<file path="src/rtl/fib_index.sv">
`default_nettype none
// ============================================================================
// Module      : fib_index
// Description : Finds the largest Fibonacci index n with F(n) <= f, and
//               flags whether F(n) equals f exactly. Iterative, one term/cycle.
// Revision    : 1.0 - initial release
// ============================================================================
module fib_index #(
  parameter int W  = 20,
  parameter int IW = 5
) (
  input  logic          clk,
  input  logic          reset,
  input  logic          start,
  input  logic [W-1:0]  f,
  output logic          ready,
  output logic          done_tick,
  output logic [IW-1:0] i,
  output logic          exact
);

  localparam logic [1:0] S_IDLE = 2'd0;
  localparam logic [1:0] S_OP   = 2'd1;
  localparam logic [1:0] S_DONE = 2'd2;

  logic [1:0]    state_q, state_d;
  logic [W-1:0]  f_reg_q, f_reg_d;
  logic [W-1:0]  t0_q, t0_d;
  logic [W-1:0]  t1_q, t1_d;
  logic [IW-1:0] n_q, n_d;
  logic [IW-1:0] i_q, i_d;
  logic          exact_q, exact_d;
  logic [W:0]    sum;

  always_ff @(posedge clk or negedge reset) begin
    if (!reset) begin
      state_q <= S_IDLE;
      f_reg_q <= '0;
      t0_q    <= '0;
      t1_q    <= '0;
      n_q     <= '0;
      i_q     <= '0;
      exact_q <= 1'b0;
    end else begin
      state_q <= state_d;
      f_reg_q <= f_reg_d;
      t0_q    <= t0_d;
      t1_q    <= t1_d;
      n_q     <= n_d;
      i_q     <= i_d;
      exact_q <= exact_d;
    end
  end

  // One extra bit on the sum keeps the final over-range term from wrapping.
  always_comb begin
    sum     = {1'b0, t0_q} + {1'b0, t1_q};
    state_d = state_q;
    f_reg_d = f_reg_q;
    t0_d    = t0_q;
    t1_d    = t1_q;
    n_d     = n_q;
    i_d     = i_q;
    exact_d = exact_q;
    case (state_q)
      S_IDLE: begin
        if (start) begin
          f_reg_d = f;
          t0_d    = '0;
          t1_d    = {{(W-1){1'b0}}, 1'b1};
          n_d     = {{(IW-1){1'b0}}, 1'b1};
          state_d = S_OP;
        end
      end
      S_OP: begin
        if (f_reg_q == '0) begin
          i_d     = '0;
          exact_d = 1'b1;
          state_d = S_DONE;
        end else if (sum <= {1'b0, f_reg_q}) begin
          t0_d = t1_q;
          t1_d = sum[W-1:0];
          n_d  = n_q + IW'(1);
        end else begin
          i_d     = n_q;
          exact_d = (t1_q == f_reg_q);
          state_d = S_DONE;
        end
      end
      S_DONE:  state_d = S_IDLE;
      default: state_d = S_IDLE;
    endcase
  end

  always_comb begin
    ready     = (state_q == S_IDLE);
    done_tick = (state_q == S_DONE);
    i         = i_q;
    exact     = exact_q;
  end

endmodule
`default_nettype wire
</file>
<file path="config.mk">
export PLATFORM = sky130hd
export DESIGN_NAME = fib_index
export DESIGN_NICKNAME = d
export VERILOG_FILES = /design/src/rtl/fib_index.sv
export SDC_FILE = /design/constraint.sdc
export NUM_CORES = 1
export LEC_CHECK = 0
export ABC_AREA = 1
export CAP_MARGIN = 20
export CORE_MARGIN = 5
export CORE_UTILIZATION = 45
export CTS_BUF_LIST = sky130_fd_sc_hd__clkbuf_8
export DETAILED_ROUTE_END_ITERATION = 16
export HOLD_SLACK_MARGIN = 0.1
export MAX_ROUTING_LAYER = met4
export PLACE_DENSITY_LB_ADDON = 0.12
export RECOVER_POWER = 25
export SKIP_LAST_GASP = 1
export SYNTH_ARGS = -nofsm -noshare
export SYNTH_HDL_FRONTEND = slang
export SYNTH_SLANG_ARGS = --single-unit
</file>
<file path="constraint.sdc">
create_clock -name clk -period 5 [get_ports clk]
set_clock_uncertainty 0.05 [all_clocks]
set_input_delay 1.25 -clock clk [delete_from_list [all_inputs] [get_ports clk]]
set_output_delay 1.25 -clock clk [all_outputs]
set_load 0.02 [all_outputs]
</file>
==> flow_summary.html <==
<table>
<tr><th>Metric</th><th>Value</th></tr>
<tr><th colspan="2">Global routing</th></tr>
<tr><td>Vias in the first global route</td><td>4828</td></tr>
<tr><td>GR Overflow Total</td><td>0</td></tr>
<tr><td>Global-route wire length before repair</td><td>25.2 mm</td></tr>
<tr><td>Global Route Usage Sum</td><td>22.9%</td></tr>
<tr><td>Number of antenna violations at the first check in global routing</td><td>0</td></tr>
<tr><td>Maximum number of pins on one net before global-route repair</td><td>74</td></tr>
<tr><th colspan="2">Detailed routing</th></tr>
<tr><td>First-pass iteration count of the detailed router</td><td>4</td></tr>
<tr><td>Final Routed Wirelength</td><td>15.2 mm</td></tr>
<tr><td>DR WL/cell</td><td>16.7 um</td></tr>
<tr><td>Final antenna-violating net count</td><td>0</td></tr>
<tr><td>Average vias per placed instance</td><td>5.39</td></tr>
<tr><td>Via count</td><td>4902</td></tr>
<tr><td>Count of unresolved DRC violations after routing</td><td>0</td></tr>
<tr><td>Drt first-iter violations</td><td>303</td></tr>
<tr><th colspan="2">Clock tree</th></tr>
<tr><td>Number of clock buffers inserted by TritonCTS</td><td>9</td></tr>
<tr><td>Max Root-Sink Buffers</td><td>2</td></tr>
<tr><td>TritonCTS clock tree</td><td>built</td></tr>
<tr><td>Worst-path clk slew</td><td>80 ps</td></tr>
<tr><td>Post-CTS Setup Inserts</td><td>0</td></tr>
<tr><td>Clk sinks</td><td>73</td></tr>
<tr><td>Cell at the root of the clock tree</td><td>sky130_fd_sc_hd__clkbuf_8</td></tr>
<tr><td>CTS H-tree depth</td><td>3</td></tr>
<tr><td>Clock latency reported for the late side of the worst-skew pair</td><td>370 ps</td></tr>
<tr><th colspan="2">Floorplanning</th></tr>
<tr><td>Site Rows</td><td>39</td></tr>
<tr><td>Initial Utilization</td><td>46.0%</td></tr>
<tr><td>Chip Width</td><td>118 um</td></tr>
<tr><td>Die area</td><td>0.0139 mm2</td></tr>
<tr><td>Core Box Area</td><td>0.0114 mm2</td></tr>
<tr><td>Vert. Die Dim</td><td>118 um</td></tr>
<tr><td>I/O pin cnt</td><td>31</td></tr>
<tr><th colspan="2">Timing</th></tr>
<tr><td>Time the final worst path needs with I/O delays and setup</td><td>4750 ps</td></tr>
<tr><td>Tcrit/Tclk final</td><td>95.0%</td></tr>
<tr><td>Tightest Pin Transition</td><td>1860 ps</td></tr>
<tr><td>Setup repair after global routing missed its margin</td><td>yes</td></tr>
<tr><td>Achievable frequency</td><td>211 MHz</td></tr>
<tr><td>Least setup slack across all paths after layout</td><td>250 ps</td></tr>
<tr><td>Max-slew headroom at the worst pin</td><td>-23.8%</td></tr>
<tr><td>Final-report hold violation count</td><td>0</td></tr>
<tr><td>Post-route setup TNS</td><td>0 ps</td></tr>
<tr><td>Max Transition Viols Final</td><td>74</td></tr>
<tr><td>Number of endpoints failing setup at the final stage</td><td>0</td></tr>
<tr><th colspan="2">Run status</th></tr>
<tr><td>Run status</td><td>complete, but fails checks</td></tr>
<tr><td>Violated checks</td><td>capacitance limit, slew limit</td></tr>
<tr><th colspan="2">Power and ir drop</th></tr>
<tr><td>Leakage power summed over all cells</td><td>3.17 nW</td></tr>
<tr><td>Total power after layout</td><td>0.00370 W</td></tr>
<tr><td>Power per cell area</td><td>630 mW/mm2</td></tr>
<tr><td>Worst-case vdd ir drop</td><td>0.331 mV</td></tr>
<tr><th colspan="2">Setup path</th></tr>
<tr><td>Worst setup slack for register-to-register paths</td><td>250 ps</td></tr>
<tr><td>Worst setup path class</td><td>reg -&gt; reg</td></tr>
<tr><td>Critical path fanouts, max</td><td>23</td></tr>
<tr><td>R2r startpoint</td><td>t1_q[0]</td></tr>
<tr><td>Endpoint kind of the worst setup timing path</td><td>register</td></tr>
<tr><td>R2R Path End</td><td>t0_q[4]</td></tr>
<tr><td>Data arrival, critical path</td><td>4960 ps</td></tr>
<tr><td>Data required time of the critical path</td><td>5210 ps</td></tr>
<tr><td>Critical Path Start Type</td><td>register</td></tr>
<tr><td>FF-to-FF path depth</td><td>18</td></tr>
<tr><th colspan="2">Finish</th></tr>
<tr><td>Number of nets in the layout</td><td>826</td></tr>
<tr><td>Area growth from synthesis to final layout</td><td>11.6%</td></tr>
<tr><td>Fraction of final layout cells with drive strength greater than 1</td><td>4.18%</td></tr>
<tr><td>Layout Utilization</td><td>51.4%</td></tr>
<tr><td>Fillcell total</td><td>1205</td></tr>
<tr><td>Final antenna diode count</td><td>0</td></tr>
<tr><th colspan="2">Hold path</th></tr>
<tr><td>Beginning of the worst hold path</td><td>t0_q[6]</td></tr>
<tr><td>Number of cells traversed by the worst hold path</td><td>2</td></tr>
<tr><td>Worst hold path endpoint</td><td>t0_q[6]</td></tr>
<tr><td>Hold Path Class</td><td>reg -&gt; reg</td></tr>
<tr><th colspan="2">Yosys</th></tr>
<tr><td>Avg Inst Size Synth</td><td>7.10 um2</td></tr>
<tr><td>Synthesized cell area</td><td>0.00525 mm2</td></tr>
<tr><td>Count of unique library cells instantiated by Yosys</td><td>32</td></tr>
<tr><td>Ys async rst share</td><td>100%</td></tr>
<tr><td>Flops &amp; latches, synth</td><td>73</td></tr>
<tr><td>Share of Yosys cell area claimed by the top area cell type</td><td>34.8%</td></tr>
<tr><td>Count of yosys warnings during synthesis</td><td>0</td></tr>
<tr><td>Share of the yosys chip area belonging to registers</td><td>34.8%</td></tr>
<tr><td>Biggest area contributors in the synthesized netlist</td><td>sky130_fd_sc_hd__dfrtp_1 (35%), sky130_fd_sc_hd__nand2_1 (14%), sky130_fd_sc_hd__ha_1 (9.8%)</td></tr>
<tr><td>Cell taking the most area after synthesis</td><td>sky130_fd_sc_hd__dfrtp_1</td></tr>
<tr><td>Library cell with the highest instance count after synthesis</td><td>sky130_fd_sc_hd__nand2_1</td></tr>
<tr><td>EDFF count, synth</td><td>0</td></tr>
<tr><td>Most instantiated cells after synthesis</td><td>sky130_fd_sc_hd__nand2_1 (196), sky130_fd_sc_hd__nor2_1 (98), sky130_fd_sc_hd__inv_1 (92)</td></tr>
<tr><td>Top FF cell, synth</td><td>sky130_fd_sc_hd__dfrtp_1</td></tr>
<tr><td>Syn Nets</td><td>805</td></tr>
<tr><td>Count of mapped cells out of synthesis</td><td>740</td></tr>
<tr><th colspan="2">Place</th></tr>
<tr><td>Count of input and output buffers</td><td>30</td></tr>
<tr><td>Worst slack at placement</td><td>238 ps</td></tr>
<tr><td>Placed wire-length estimate</td><td>11.0 mm</td></tr>
<tr><td>Global placement routability congestion</td><td>0.984</td></tr>
<tr><th colspan="2">Run</th></tr>
<tr><td>Number of maximum-capacitance constraint violations</td><td>1</td></tr>
</table>
==> critical path, stage by stage (launching register included) <==
cell and delay [ps]:
sky130_fd_sc_hd__dfrtp_1 430, sky130_fd_sc_hd__ha_1 290, sky130_fd_sc_hd__fa_1 530, sky130_fd_sc_hd__nand3_1 130, sky130_fd_sc_hd__nand2_1 140, sky130_fd_sc_hd__a21boi_0 410
sky130_fd_sc_hd__o21ai_0 280, sky130_fd_sc_hd__xor2_1 320, sky130_fd_sc_hd__inv_1 100, sky130_fd_sc_hd__ha_1 300, sky130_fd_sc_hd__nand2_1 70, sky130_fd_sc_hd__nor4_1 270
sky130_fd_sc_hd__nand2_1 80, sky130_fd_sc_hd__nor2_1 110, sky130_fd_sc_hd__nand4_1 140, sky130_fd_sc_hd__nand3_2 340, sky130_fd_sc_hd__nand3_4 410, sky130_fd_sc_hd__nand2_1 170
sky130_fd_sc_hd__nand2_1 60
==> flip-flops by register name, summed over array words and instances (netlist names) <==
signal,flops
t1_q,20
i,5
n_q,5
exact,1
state_q,2
t0_q,20
f_reg_q,20
==> final cells by class <==
cell class,count,area [um2],area share (%)
Timing Repair Buffer,35,337,5.74
Inverter,94,353,6.02
Clock inverter,5,53.8,0.917
Clock buffer,11,151,2.58
Tap cell,143,179,3.05
Sequential cell,73,1830,31.1
Multi-Input combinational cell,548,2960,50.5
==> cell families after synthesis <==
family	Yosys count	synth area share (%)
xor+xnor	28	4.67
mux	1	0.214
flops	73	34.8
compound gates	76	7.81
fa+ha+maj	42	10.1
buf+inv	120	9.29
simple gates	400	33.1
==> power by group <==
group | switching [W] | leakage (nW) | total, W | internal (W)
clock | 0.000233 | 0.109 | 0.000489 | 0.000256
sequential | 0.000211 | 0.918 | 0.00104 | 0.000825
combinational | 0.00142 | 2.14 | 0.00217 | 0.000746
==> layer usage <==
| layer | global-route usage [%] | up-vias | wire length (um) |
|---|---|---|---|
| li1 | - | 2457 | - |
| met1 | 31.5 | 2307 | 7420 |
| met2 | 34.8 | 116 | 6750 |
| met3 | 3.70 | 22 | 706 |
| met4 | 6.67 | 0 | 293 |
| met5 | - | - | 0 |
==> through the flow <==
step	hold WS, ps	area [um2]	std cells
6_report	434	5860	909
3_3_place_gp	411	5640	892
4_1_cts	435	5850	908
3_5_place_dp	416	5640	892
5_1_grt	457	5860	909
2_1_floorplan	398	5250	740
==> timing repair <==
action,in CTS,in global routing
setup endpoints to repair,0,45
resized for setup,0,2
hold buffers,0,0
==> how the worst max path moves through the flow <==
stage                       start  slack [ps]       end  cells after the start
after floorplan           t1_q[0]        1520   t1_q[1]                     26
after CTS                 t1_q[0]         190  t1_q[11]                     18
after global placement    t1_q[0]         220   t1_q[2]                     18
after global routing      t1_q[0]         -20  t1_q[11]                     18
final                     t1_q[0]         250   t0_q[4]                     18
after detailed placement  t1_q[0]         240   t1_q[5]                     18
==> cell usage in the layout (no fill, tap or decap), types with 2 or more instances in the layout <==
cell type	count
sky130_fd_sc_hd__clkinv_2	3
sky130_fd_sc_hd__a21boi_0	2
sky130_fd_sc_hd__nand2_1	196
sky130_fd_sc_hd__nor4_1	4
sky130_fd_sc_hd__o21ai_0	13
sky130_fd_sc_hd__nor3_1	8
sky130_fd_sc_hd__dfrtp_1	73
sky130_fd_sc_hd__o21ai_1	3
sky130_fd_sc_hd__inv_1	92
sky130_fd_sc_hd__o21bai_1	5
sky130_fd_sc_hd__nand4_1	58
sky130_fd_sc_hd__xor2_1	17
sky130_fd_sc_hd__nor2_1	97
sky130_fd_sc_hd__buf_4	4
sky130_fd_sc_hd__clkbuf_8	11
sky130_fd_sc_hd__nand3_1	30
sky130_fd_sc_hd__ha_1	41
sky130_fd_sc_hd__clkdlybuf4s50_1	29
sky130_fd_sc_hd__nand3_2	2
sky130_fd_sc_hd__nand3_4	2
sky130_fd_sc_hd__xnor2_1	11
sky130_fd_sc_hd__a21oi_1	49
(Power assumes the default switching activity.)
